## src/rtl/slink_apb_pkg.sv

```systemverilog
// Shared definitions for the S-Link APB requester arbiter.
// State encoding and default ACCESS-phase timeout.
package slink_apb_pkg;

   typedef enum logic [1:0] {
      ST_IDLE   = 2'd0,
      ST_SETUP  = 2'd1,
      ST_ACCESS = 2'd2,
      ST_DRAIN  = 2'd3
   } apb_state_t;

   localparam logic [15:0] TIMEOUT_DEFAULT = 16'd256;

endpackage

```

## src/rtl/slink_rr_arb.sv

```systemverilog
// Combinational round-robin picker.
// Search starts one past the last winner and wraps at N.
module slink_rr_arb
   import slink_apb_pkg::*;
#(
   parameter int N = 2
) (
   input  logic [N-1:0] req,
   input  logic [2:0]   last,
   output logic         gnt_valid,
   output logic [2:0]   gnt_idx
);

   always_comb begin
      logic [7:0] req_x;
      logic [2:0] idx;
      req_x     = 8'(req);
      idx       = '0;
      gnt_valid = 1'b0;
      gnt_idx   = '0;
      // Walk farthest-first so the nearest requester wins.
      for (int k = N; k >= 1; k--) begin
         idx = 3'((int'(last) + k) % N);
         if (req_x[idx]) begin
            gnt_valid = 1'b1;
            gnt_idx   = idx;
         end
      end
   end

endmodule

```

## src/rtl/slink_apb_arb.sv

```systemverilog
// N-to-1 APB requester arbiter in front of the S-Link APB tunnel.
// One transfer in flight; stalled ACCESS phases are timed out and drained.
module slink_apb_arb
   import slink_apb_pkg::*;
#(
   parameter int          NUM_MST = 2,
   parameter logic [15:0] TIMEOUT = TIMEOUT_DEFAULT
) (
   input  logic                  apb_clk,
   input  logic                  apb_reset_n,
   input  logic                  enable,
   input  logic [NUM_MST-1:0]    s_apb_psel,
   input  logic [NUM_MST-1:0]    s_apb_penable,
   input  logic [NUM_MST-1:0]    s_apb_pwrite,
   input  logic [NUM_MST*32-1:0] s_apb_paddr,
   input  logic [NUM_MST*32-1:0] s_apb_pwdata,
   output logic [NUM_MST*32-1:0] s_apb_prdata,
   output logic [NUM_MST-1:0]    s_apb_pready,
   output logic [NUM_MST-1:0]    s_apb_pslverr,
   output logic                  m_apb_psel,
   output logic                  m_apb_penable,
   output logic                  m_apb_pwrite,
   output logic [31:0]           m_apb_paddr,
   output logic [31:0]           m_apb_pwdata,
   input  logic [31:0]           m_apb_prdata,
   input  logic                  m_apb_pready,
   input  logic                  m_apb_pslverr,
   output logic [2:0]            grant_id,
   output logic                  busy,
   output logic                  timeout_err,
   output logic [7:0]            timeout_cnt
);

   localparam logic [15:0] TO_LAST = TIMEOUT - 16'd1;

   apb_state_t  state;
   logic [2:0]  last_grant;
   logic [15:0] tcnt;
   logic        gnt_valid;
   logic [2:0]  gnt_idx;
   logic [7:0]  base;
   logic [7:0]  psel_x;
   logic [7:0]  pwrite_x;
   logic [255:0] paddr_x;
   logic [255:0] pwdata_x;
   logic        cpl;
   logic        to_fire;
   logic        unused_penable;

   assign unused_penable = ^s_apb_penable;
   assign psel_x   = 8'(s_apb_psel);
   assign pwrite_x = 8'(s_apb_pwrite);
   assign paddr_x  = 256'(s_apb_paddr);
   assign pwdata_x = 256'(s_apb_pwdata);
   assign base     = {gnt_idx, 5'b0};

   slink_rr_arb #(.N(NUM_MST)) u_rr (
      .req       (s_apb_psel),
      .last      (last_grant),
      .gnt_valid (gnt_valid),
      .gnt_idx   (gnt_idx)
   );

   assign cpl = (state == ST_ACCESS) && m_apb_pready;
   // A ready in the limit cycle wins over the timeout.
   assign to_fire = (TIMEOUT != 16'd0) && (state == ST_ACCESS)
                    && !m_apb_pready && (tcnt == TO_LAST);
   assign timeout_err = to_fire;

   always_ff @(posedge apb_clk or negedge apb_reset_n) begin
      if (!apb_reset_n) begin
         state         <= ST_IDLE;
         last_grant    <= 3'(NUM_MST - 1);
         grant_id      <= '0;
         tcnt          <= '0;
         timeout_cnt   <= '0;
         m_apb_psel    <= 1'b0;
         m_apb_penable <= 1'b0;
         m_apb_pwrite  <= 1'b0;
         m_apb_paddr   <= '0;
         m_apb_pwdata  <= '0;
         busy          <= 1'b0;
      end else begin
         unique case (state)
            ST_IDLE: begin
               if (enable && gnt_valid) begin
                  state        <= ST_SETUP;
                  last_grant   <= gnt_idx;
                  grant_id     <= gnt_idx;
                  m_apb_paddr  <= paddr_x[base +: 32];
                  m_apb_pwdata <= pwdata_x[base +: 32];
                  m_apb_pwrite <= pwrite_x[gnt_idx];
                  m_apb_psel   <= 1'b1;
                  busy         <= 1'b1;
                  tcnt         <= '0;
               end
            end
            ST_SETUP: begin
               state         <= ST_ACCESS;
               m_apb_penable <= 1'b1;
            end
            ST_ACCESS: begin
               if (m_apb_pready) begin
                  state         <= ST_IDLE;
                  m_apb_psel    <= 1'b0;
                  m_apb_penable <= 1'b0;
                  busy          <= 1'b0;
               end else if (to_fire) begin
                  state <= ST_DRAIN;
                  if (timeout_cnt != 8'hFF)
                     timeout_cnt <= timeout_cnt + 8'd1;
               end else if (tcnt != 16'hFFFF) begin
                  tcnt <= tcnt + 16'd1;
               end
            end
            ST_DRAIN: begin
               if (m_apb_pready) begin
                  state         <= ST_IDLE;
                  m_apb_psel    <= 1'b0;
                  m_apb_penable <= 1'b0;
                  busy          <= 1'b0;
               end
            end
         endcase
      end
   end

   // Response goes only to the granted port, and only while it still selects.
   always_comb begin
      s_apb_pready  = '0;
      s_apb_pslverr = '0;
      s_apb_prdata  = '0;
      for (int i = 0; i < NUM_MST; i++) begin
         if (grant_id == 3'(i) && psel_x[grant_id]) begin
            s_apb_pready[i]        = cpl | to_fire;
            s_apb_pslverr[i]       = cpl ? m_apb_pslverr : to_fire;
            s_apb_prdata[32*i +: 32] = cpl ? m_apb_prdata : 32'h0;
         end
      end
   end

endmodule

```

## config.mk

```make
export PLATFORM = sky130hd
export DESIGN_NAME = slink_apb_arb
export DESIGN_NICKNAME = d
export VERILOG_FILES = /design/src/rtl/slink_apb_pkg.sv /design/src/rtl/slink_rr_arb.sv /design/src/rtl/slink_apb_arb.sv
export SDC_FILE = /design/constraint.sdc
export NUM_CORES = 1
export LEC_CHECK = 0
export ABC_CLOCK_PERIOD_IN_PS = 2700
export CAP_MARGIN = 20
export CORE_MARGIN = 5
export CORE_UTILIZATION = 39
export CTS_BUF_LIST = sky130_fd_sc_hd__clkbuf_8
export DETAILED_ROUTE_END_ITERATION = 10
export PLACE_DENSITY = 0.87
export SYNTH_ARGS = -nofsm -noshare
export SYNTH_HDL_FRONTEND = slang
export SYNTH_HIERARCHICAL = 1
export SYNTH_SLANG_ARGS = --single-unit
```

## constraint.sdc

```tcl
create_clock -name apb_clk -period 2.7 [get_ports apb_clk]
set_clock_uncertainty 0.15 [all_clocks]
set_input_delay 0.54 -clock apb_clk [delete_from_list [all_inputs] [get_ports apb_clk]]
set_output_delay 0.54 -clock apb_clk [all_outputs]
set_load 0.01 [all_outputs]
```

==> out/results.ini, run 1 <==
[detailed_routing]
vias = 5176
first_pass_iters = 7
route.detailed.drc = 0
drt_iter0_markers = 193
wl_per_cell_um = 17.0
wl_um = 17800
antenna_left = 0
viasPerCell = 4.96

[pwr]
leakage_nw = 4.13
power_density_nw_per_um2 = 625
peakVddDrop_v = 0.000425
p_total_mw = 5.57

[setup_path]
worstPathCellList = clkdlybuf4s50_1 -> nand3_1 -> nor2_2 -> buf_12 -> and2_1 -> dlygate4sd2_1
crit_fanout = 32
worst_ep_arrival_time_ns = 1.94
slowest_delay_ns = 0.48
crit_buf_inv = 3
path_delay_family = buffers and inverters
cp_slowest_cell = clkdlybuf4s50_1
end_kind = output pin
cp_data_required_time_ns = 2.01
crit_type = in -> out
worst_setup_path_start_kind = primary input

[timing]
slew_violations = 0
hold_viol = 0
rsz0062_at_grt = no
finalSetupViolations = 0
timing.fmax_ghz = 0.381
period_share = 0.973
finalWorstSetupSlack_ns = 0.0737
fin_crit_ns = 2.63
worst_pin_slew_ns = 0.576
slew_headroom = 0.613

[placed_design]
placed_cells = 1025
gp_congestion = 0.856
dpl_cell_area_um2 = 8750
hpwlAfterDp_um = 13900
dp_worst_setup_slack_ns = -0.229
io_buffers = 316

[synthesis]
yosysSeqAreaShare = 0.466
synth_cell_types = 53
yosys_warnings = 6
synth_top_area_frac = 0.461
synth_edf_count = 0
synth-async-reset-ratio = 1.00
synthFlopType = dfrtp_1
syn_area_per_cell_um2 = 9.69
syn_inst = 538
synth_area_um2 = 5220
yosys.area.top_type = dfrtp_1
synth_area_leaders = dfrtp_1, mux2i_1, and2_1
yosys_register_bits = 97

[clock_tree]
cts_tree = done
cts_made_buffers = 9
cts.sinks = 97
htree_levels = 3
cts-root-buf = clkbuf_8
clkTransAtPathRegs_ns = 0.09
clk_path_buf_depth = 2
clock_latency_ns = 0.36

[die]
die_area_um2 = 15800
rows = 42
fp.coreArea_um2 = 13200
dieHeight_um = 126
pin_count = 319
start_util = 0.395
die_w_um = 126

[grt]
antenna_found_initial = 0
grt_overflow_total = 0
grt_start_max_net_pins = 72
grt_pass1_vias = 5294
globalRouteTotalUtil = 0.219
grt_pass1_wl_um = 27800

[layout]
final_cells = 1043
layout.nets = 1035
final_area_um2 = 8900
synthToLayoutAreaGrowth_pct = 70.6
antennaDiodeCount = 0
drive_gt1_frac = 0.0911

[worst_hold_path]
hp-class = reg -> reg

[job]
max_cap_viol_count = 0

[outcome]
outcome = finished, final reports clean

==> cells in the final DEF, fill, tap and decap left out, types with 3 or more instances in the layout <==
cell / count
nor2_2: 5
clkbuf_8: 10
nor3_1: 3
mux2i_1: 65
o21a_1: 3
nand2_1: 74
a31oi_1: 10
and4_4: 3
mux2_2: 4
dfrtp_1: 94
nand2b_1: 3
o21ai_0: 18
a21oi_1: 12
nand4_1: 7
and3_1: 4
dlygate4sd2_1: 68
o21ai_1: 59
clkdlybuf4s50_1: 246
nand3_1: 12
xnor2_1: 5
nand3_2: 3
buf_12: 7
buf_4: 27
o31ai_1: 8
nor2_1: 8
inv_1: 5
and2_1: 65
==> registers in the layout, summed over array words and instances, names as in the netlist, 2 cells and up <==
name and cells:
m_apb_paddr 32, m_apb_pwdata 32, timeout_cnt 8, grant_id 3, state 2, tcnt 16
==> tightest hold or removal path, delay by kind of cell (launching register included) <==
kind / cells / cell delay [ns]
DFF: 1 / 0.35
AOI/OAI and AO/OA: 1 / 0.06
and+or+nand+nor: 1 / 0.05
==> area by class of cell <==
type | count | area (um^2)
Clock inverter | 6 | 52.6
Sequential cell | 97 | 2430
Tap cell | 176 | 220
Fill cell | 1077 | 4290
Inverter | 1 | 3.75
Timing Repair Buffer | 350 | 3420
Clock buffer | 10 | 138
Multi-Input combinational cell | 403 | 2630
==> kinds of logic (layout without fill, tap and decap cells) <==
family / Yosys count / in the layout / share of synthesized area
simple gates: 204 / 204 / 0.212
compound gates: 118 / 118 / 0.130
flops: 97 / 97 / 0.466
mux: 71 / 71 / 0.138
buf+inv: 39 / 367 / 0.0384
xor+xnor: 6 / 6 / 0.0101
fa+ha+maj: 2 / 2 / 0.00480
other cells: 1 / 2 / 0.000719
==> Yosys cell counts, types with 2 or more instances <==
library cell	n
nand2_1	74
xnor2_1	5
nor3_4	2
nor3_1	3
o21ai_1	59
o21a_1	3
mux2i_1	65
a21oi_1	12
or2_1	2
a31oi_1	10
buf_4	6
clkbuf_1	21
and3_1	4
nand4_1	7
and2_1	65
ha_1	2
buf_2	7
mux2_1	2
mux2_2	4
nand3_1	15
buf_6	3
nor2_1	12
o31ai_1	8
nand3b_1	2
o21ai_0	18
and4_4	2
and4_1	2
dfrtp_1	96
nand2b_1	3
==> metal layers <==
metal / global-route usage / wire (um) / up-vias
met5: 0 / 0 / -
met2: 0.390 / 9230 / 188
met3: 0.0749 / 1570 / 18
li1: - / - / 2525
met1: 0.254 / 6720 / 2445
met4: 0.0536 / 240 / 0
==> timing repair <==
action / 4_1_cts / 5_1_grt
hold buffers: 1 / 0
setup endpoints to repair: 69 / 1
pin swaps: 4 / 0
hold endpoints to repair: 6 / 0
resized for setup: 80 / 1
setup buffers: 1 / 0
==> where the power goes <==
group / internal, mW / switching (mW)
Combinational: 1.36 / 1.16
Clock: 0.441 / 0.493
Sequential: 1.86 / 0.244
Total: 3.67 / 1.90
==> stage by stage <==
stage,hold slack (ns),util,setup TNS [ns]
finish,0.337,0.675,0
global route,0.360,0.675,0
CTS,0.343,0.675,0
global placement,0.222,0.663,-10.84
detailed placement,0.221,0.663,-12.83
floorplan,0.0944,-,0
==> final timing paths <==
path	from	end	slack, ns	cells after the start
min in group asynchronous	apb_reset_n	m_apb_paddr[10]	0.38	2
hold / removal	m_apb_pwdata[9]	m_apb_pwdata[9]	0.34	2
setup reg to reg	tcnt[11]	tcnt[8]	0.47	6
max in group asynchronous	apb_reset_n	m_apb_paddr[19]	1.39	3
setup / recovery	s_apb_psel[1]	s_apb_prdata[34]	0.07	6
hold reg to reg	m_apb_pwdata[9]	m_apb_pwdata[9]	0.34	2
No activity file was read; power rests on OpenSTA's default activity.
==> run 2, diff against run 1 <==
--- a/config.mk
+++ b/config.mk
@@ -12,6 +12,7 @@
 export CTS_BUF_LIST = sky130_fd_sc_hd__clkbuf_8
 export DETAILED_ROUTE_END_ITERATION = 10
 export PLACE_DENSITY = 0.87
+export RECOVER_POWER = 50
 export SYNTH_ARGS = -nofsm -noshare
 export SYNTH_HDL_FRONTEND = slang
 export SYNTH_HIERARCHICAL = 1
==> out/results.ini, run 2 (synthesis gave the netlist of run 1 again) <==
[outcome]
outcome = finished, final reports clean  ; unchanged

[detailed_routing]
vias = 5213  ; was 5,176
wl_um = 17800  ; about the same
wl_per_cell_um = 17.0  ; about the same
route.detailed.drc = 0  ; unchanged
antenna_left = 0  ; unchanged
viasPerCell = 5.00  ; was 4.96
drt_iter0_markers = 181  ; was 193
first_pass_iters = 5  ; was 7

[die]
fp.coreArea_um2 = 13200  ; unchanged
dieHeight_um = 126  ; unchanged
die_w_um = 126  ; unchanged
rows = 42  ; unchanged
die_area_um2 = 15800  ; unchanged
pin_count = 319  ; unchanged
start_util = 0.395  ; unchanged

[setup_path]
r2r_setup_slack_ns = 0.48  ; was 0.47 ns
end_kind = output pin  ; unchanged
crit_type = in -> out  ; unchanged
cp_data_required_time_ns = 2.01  ; about the same
worstPathCellList = clkdlybuf4s50_1 -> nand3_1 -> nor2_2 -> buf_12 -> and2_1 -> dlygate4sd2_1  ; unchanged
cp_slowest_cell = clkdlybuf4s50_1  ; unchanged
crit_fanout = 32  ; unchanged
slowest_delay_ns = 0.48  ; about the same
worst_ep_arrival_time_ns = 1.94  ; about the same
worst_setup_path_start_kind = primary input  ; unchanged

[placed_design]
hpwlAfterDp_um = 13900  ; unchanged
io_buffers = 316  ; unchanged
dp_worst_setup_slack_ns = -0.229  ; unchanged
gp_congestion = 0.856  ; unchanged
dpl_cell_area_um2 = 8750  ; unchanged
placed_cells = 1025  ; unchanged

[pwr]
power_density_nw_per_um2 = 610  ; was 625 nW/um^2
internal-power_mw = 3.52  ; was 3.67 mW
seqPwrFrac = 0.387  ; was 0.379
leakage_nw = 4.28  ; was 4.13 nW
switching_share = 0.348  ; was 0.341
p_total_mw = 5.40  ; was 5.57 mW
combPwrFrac = 0.440  ; was 0.453
p_switching_mw = 1.88  ; was 1.90 mW
peakVddDrop_v = 0.000414  ; was 0.000425 V
clkPwrFrac = 0.173  ; was 0.168

[worst_hold_path]
hp-class = reg -> reg  ; unchanged

[timing]
finalWorstSetupSlack_ns = 0.0724  ; was 0.0737 ns
tns_ns = 0  ; unchanged
fin_crit_ns = 2.63  ; about the same
hold_viol = 0  ; unchanged
slew_headroom = 0.429  ; was 0.613
slew_violations = 0  ; unchanged
worst_hold_slack_ns = 0.331  ; was 0.337 ns
finalSetupViolations = 0  ; unchanged
rsz0062_at_grt = no  ; unchanged
timing.fmax_ghz = 0.381  ; about the same
worst_pin_slew_ns = 0.857  ; was 0.576 ns
period_share = 0.973  ; about the same

[job]
max_cap_viol_count = 0  ; unchanged

[layout]
layout.nets = 1035  ; unchanged
drive_gt1_frac = 0.0888  ; was 0.0911
antennaDiodeCount = 0  ; unchanged
reg.largest.list = m_apb_paddr: 32 flops, m_apb_pwdata: 32 flops, tcnt: 16 flops  ; unchanged
final_cells = 1043  ; unchanged
final_area_um2 = 8860  ; was 8900 um^2
layout_common_cells = clkdlybuf4s50_1, dfrtp_1, nand2_1  ; unchanged
n_fill_cell = 1079  ; was 1,077
mostFrequentLayoutCell = clkdlybuf4s50_1  ; unchanged
utilization = 0.672  ; was 0.675
synthToLayoutAreaGrowth_pct = 70.0  ; was 70.6%

[clock_tree]
clkTransAtPathRegs_ns = 0.08  ; was 0.09 ns
cts.sinks = 97  ; unchanged
cts_made_buffers = 9  ; unchanged
cts-root-buf = clkbuf_8  ; unchanged
clock_latency_ns = 0.36  ; about the same
htree_levels = 3  ; unchanged
clk_path_buf_depth = 2  ; unchanged
cts_tree = done  ; unchanged

[grt]
globalRouteTotalUtil = 0.219  ; unchanged
grt_pass1_vias = 5294  ; unchanged
grt_overflow_total = 0  ; unchanged
antenna_found_initial = 0  ; unchanged
grt_start_max_net_pins = 72  ; unchanged
grt_pass1_wl_um = 27800  ; unchanged

[run 2: cell types whose count changed in the layout (fill, tap and decap cells not counted)]
| cell | delta |
|---|---|
| clkbuf_2 | +1 |
| buf_12 | -2 |
| buf_4 | -3 |
| or2_0 | +1 |
| clkbuf_4 | +2 |
| clkbuf_1 | +2 |
| or2_1 | -1 |
| clkdlybuf4s50_1 | -66 |
| dlygate4sd3_1 | +66 |
[run 2: layout make-up]
type,count,area (um^2),share of cell area
multi-input combinational,403,2630,0.297
clock buffer,10,138,0.0155
inverter,1,3.75,0.000423
timing repair buffer,350,3390,0.382
clock inverter,6,52.6,0.00593
tap,176,220,0.0248
sequential,97,2430,0.274
[run 2: worst paths after layout]
kind | startpoint | endpoint | depth (start not counted)
worst min register to register | m_apb_paddr[14] | m_apb_paddr[14] | 2
worst max register to register | tcnt[11] | tcnt[4] | 6
worst max-delay path | s_apb_psel[1] | s_apb_prdata[34] | 6
min in group asynchronous | apb_reset_n | m_apb_paddr[10] | 2
max in group asynchronous | apb_reset_n | tcnt[13] | 3
worst min-delay path | m_apb_paddr[14] | m_apb_paddr[14] | 2
[run 2: routing by layer]
layer  GRT usage  up-vias  share of wire
met5           0        -              0
met1       0.254     2472           0.37
met4      0.0536        0          0.013
met3      0.0749       18          0.092
met2       0.390      197           0.52
li1            -     2526              -
[run 2: repair_timing]
item                                   4_1_cts  5_1_grt
buffers inserted                             1        0
endpoints found under the hold margin        6        0
hold buffers                                 1        0
pin swaps                                    4        0
setup endpoints to repair                   69        1
resized for setup                           80        1
[run 2: worst max-delay path, delay by kind of cell]
kind / cells / cell delay [ns]
buffers and inverters: 3 / 0.95
and+or+nand+nor: 3 / 0.45
[run 2: power by group through the flow]
stage / sequential, mW / clock, mW / combinational, mW
2_1_floorplan: 2.29 / 0 / 0.915
3_3_place_gp: 2.12 / 0 / 2.50
3_5_place_dp: 2.14 / 0 / 2.55
4_1_cts: 2.11 / 0.963 / 2.56
5_1_grt: 2.15 / 1.02 / 2.60
6_report: 2.09 / 0.934 / 2.38
==> run 3, diff against run 2 <==
--- a/config.mk
+++ b/config.mk
@@ -6,12 +6,11 @@
 export NUM_CORES = 1
 export LEC_CHECK = 0
 export ABC_CLOCK_PERIOD_IN_PS = 2700
-export CAP_MARGIN = 20
-export CORE_MARGIN = 5
-export CORE_UTILIZATION = 39
+export CORE_AREA = 2 2 123 125
 export CTS_BUF_LIST = sky130_fd_sc_hd__clkbuf_8
 export DETAILED_ROUTE_END_ITERATION = 10
-export PLACE_DENSITY = 0.87
+export DIE_AREA = 0 0 125 127
+export PLACE_DENSITY_LB_ADDON = 0.08
 export RECOVER_POWER = 50
 export SYNTH_ARGS = -nofsm -noshare
 export SYNTH_HDL_FRONTEND = slang
==> out/results.ini, run 3 (synthesis gave the netlist of run 1 again) <==
[outcome]
outcome = finished, final reports clean  ; unchanged

[clock_tree]
cts_made_buffers = 9  ; unchanged
clkTransAtPathRegs_ns = 0.10  ; was 0.08 ns
cts-root-buf = clkbuf_8  ; unchanged
cts.sinks = 97  ; unchanged
clk_path_buf_depth = 2  ; unchanged
clock_latency_ns = 0.37  ; was 0.36 ns
cts_tree = done  ; unchanged
htree_levels = 3  ; unchanged

[grt]
grt_start_max_net_pins = 72  ; unchanged
globalRouteTotalUtil = 0.231  ; was 0.219
antenna_found_initial = 0  ; unchanged
grt_pass1_vias = 5489  ; was 5,294
grt_overflow_total = 0  ; unchanged
grt_pass1_wl_um = 29000  ; was 27,800 um

[timing]
worst_pin_slew_ns = 1.12  ; was 0.857 ns
fin_crit_ns = 2.62  ; was 2.63 ns
timing.fmax_ghz = 0.382  ; was 0.381 GHz
hold_viol = 0  ; unchanged
period_share = 0.971  ; was 0.973
finalSetupViolations = 0  ; unchanged
rsz0062_at_grt = yes  ; was no
slew_headroom = 0.254  ; was 0.429
slew_violations = 0  ; unchanged

[placed_design]
hpwlAfterDp_um = 14700  ; was 13,900 um
placed_cells = 1037  ; was 1,025
gp_congestion = 0.923  ; was 0.856
io_buffers = 316  ; unchanged

[layout]
reg.largest.list = m_apb_paddr: 32 flops, m_apb_pwdata: 32 flops, tcnt: 16 flops  ; unchanged
utilization = 0.622  ; was 0.672
synthToLayoutAreaGrowth_pct = 72.1  ; was 70.0%
antennaDiodeCount = 0  ; unchanged
layout_common_cells = clkdlybuf4s50_1, dfrtp_1, nand2_1  ; unchanged
n_fill_cell = 1277  ; was 1,079
multiInputGateArea_um2 = 2660  ; was 2630 um^2
mostFrequentLayoutCell = clkdlybuf4s50_1  ; unchanged
layout.nets = 1042  ; was 1,035
final_cells = 1058  ; was 1,043
seq_area_um2 = 2430  ; unchanged
drive_gt1_frac = 0.109  ; was 0.0888

[pwr]
p_switching_mw = 1.99  ; was 1.88 mW
leakage_nw = 4.22  ; was 4.28 nW
internal-power_mw = 3.50  ; was 3.52 mW
clkPwrFrac = 0.166  ; was 0.173
peakVddDrop_v = 0.000323  ; was 0.000414 V
switching_share = 0.362  ; was 0.348
combPwrFrac = 0.447  ; was 0.440
seqPwrFrac = 0.387  ; about the same
power_density_nw_per_um2 = 612  ; was 610 nW/um^2

[die]
start_util = 0.362  ; was 0.395
fp.coreArea_um2 = 14400  ; was 13,200 um^2
rows = 44  ; was 42
dieHeight_um = 127  ; was 126 um
pin_count = 319  ; unchanged
die_area_um2 = 15900  ; was 15,800 um^2
die_w_um = 125  ; was 126 um

[job]
max_cap_viol_count = 0  ; unchanged

[detailed_routing]
wl_um = 18600  ; was 17,800 um
wl_per_cell_um = 17.5  ; was 17.0 um
vias = 5231  ; was 5,213
first_pass_iters = 4  ; was 5
route.detailed.drc = 0  ; unchanged
drt_iter0_markers = 321  ; was 181
viasPerCell = 4.94  ; was 5.00
antenna_left = 0  ; unchanged

[setup_path]
cp_data_required_time_ns = 2.01  ; about the same
crit_buf_inv = 4  ; was 3
worst_setup_path_start_kind = primary input  ; unchanged
crit_fanout = 10  ; was 32
cp_slowest_cell = clkdlybuf4s50_1  ; unchanged
worstPathCellList = clkdlybuf4s50_1 -> nand3_2 -> nor2_4 -> buf_4 -> buf_6 -> and2_1 -> dlygate4sd2_1  ; was clkdlybuf4s50_1 -> nand3_1 -> nor2_2 -> buf_12 -> and2_1 -> dlygate4sd2_1
crit_type = in -> out  ; unchanged
slowest_delay_ns = 0.49  ; was 0.48 ns
worst_ep_arrival_time_ns = 1.93  ; was 1.94 ns
path_delay_family = buffers and inverters  ; unchanged
end_kind = output pin  ; unchanged

[worst_hold_path]
hp-class = reg -> reg  ; unchanged

==> run 3: cell count changes in the layout (fill, tap and decap cells not counted), sizes merged <==
cell,previous run,this run
dlygate4sd2,68,50
clkdlybuf4s15,1,18
dlygate4sd3,67,59
buf,29,36
clkdlybuf4s50,180,187
clkbuf,15,17
clkinvlp,1,3
inv,5,3
bufinv,1,0
clkinv,0,1
==> run 3: final cells by class <==
class	count	share of cell area
sequential	97	0.271
tap	184	0.0257
clock buffer	10	0.0153
multi-input combinational	403	0.296
inverter	1	0.000418
clock inverter	6	0.00572
timing repair buffer	357	0.386
==> run 3: worst min-delay path, delay by kind of cell (launching register included) <==
family,cells,cell delay [ns]
AOI/OAI and AO/OA,1,0.06
DFF,1,0.35
and+or+nand+nor,1,0.04
==> run 3: power groups by stage <==
stage               clock network (mW)  registers, mW  logic (mW)
finish                           0.912           2.12        2.45
global route                      1.00           2.19        2.68
CTS                              0.948           2.14        2.59
detailed placement                   0           2.15        2.59
global placement                     0           2.13        2.56
floorplan                            0           2.29       0.915
==> run 3: final timing paths <==
kind	cells after the start	to	slack, ns	from
worst min register to register	2	m_apb_paddr[17]	0.33	m_apb_paddr[17]
max in group asynchronous	3	m_apb_pwdata[27]	0.53	apb_reset_n
min in group asynchronous	2	timeout_cnt[3]	0.46	apb_reset_n
worst max register to register	7	timeout_cnt[1]	0.40	tcnt[1]
worst max-delay path	7	s_apb_prdata[60]	0.08	s_apb_psel[1]
worst min-delay path	2	m_apb_paddr[17]	0.33	m_apb_paddr[17]
==> run 3: per-layer routing <==
| layer | vias to the layer above | GRT usage | part of all wire | wire [um] |
|---|---|---|---|---|
| li1 | 2527 | - | - | - |
| met1 | 2512 | 0.278 | 0.39 | 7320 |
| met2 | 169 | 0.408 | 0.52 | 9600 |
| met3 | 23 | 0.0666 | 0.071 | 1320 |
| met4 | 0 | 0.0595 | 0.018 | 331 |
| met5 | - | 0 | 0 | 0 |
==> run 3: repair_timing <==
action / 4_1_cts / 5_1_grt
hold buffers: 1 / 0
gates cloned: 1 / 0
setup buffers: 1 / 2
hold endpoints to repair: 26 / 0
setup endpoints to repair: 69 / 17
resized for setup: 91 / 23
pin swaps: 2 / 2
==> run 3: metrics by stage <==
| step | TNS, ns | cell area (um^2) | power (mW) | worst slack (ns) | hold WS, ns |
|---|---|---|---|---|---|
| final | 0 | 8970 | 5.49 | 0.0792 | 0.330 |
| after global routing | -0.00213 | 8970 | 5.87 | -0.00213 | 0.359 |
| after CTS | 0 | 8970 | 5.68 | 0.0154 | 0.344 |
| after detailed placement | -18.39 | 8790 | 4.74 | -0.329 | 0.322 |
| after global placement | -17.23 | 8790 | 4.69 | -0.305 | 0.314 |
| after floorplan | 0 | 5220 | 3.21 | 0.580 | 0.0944 |
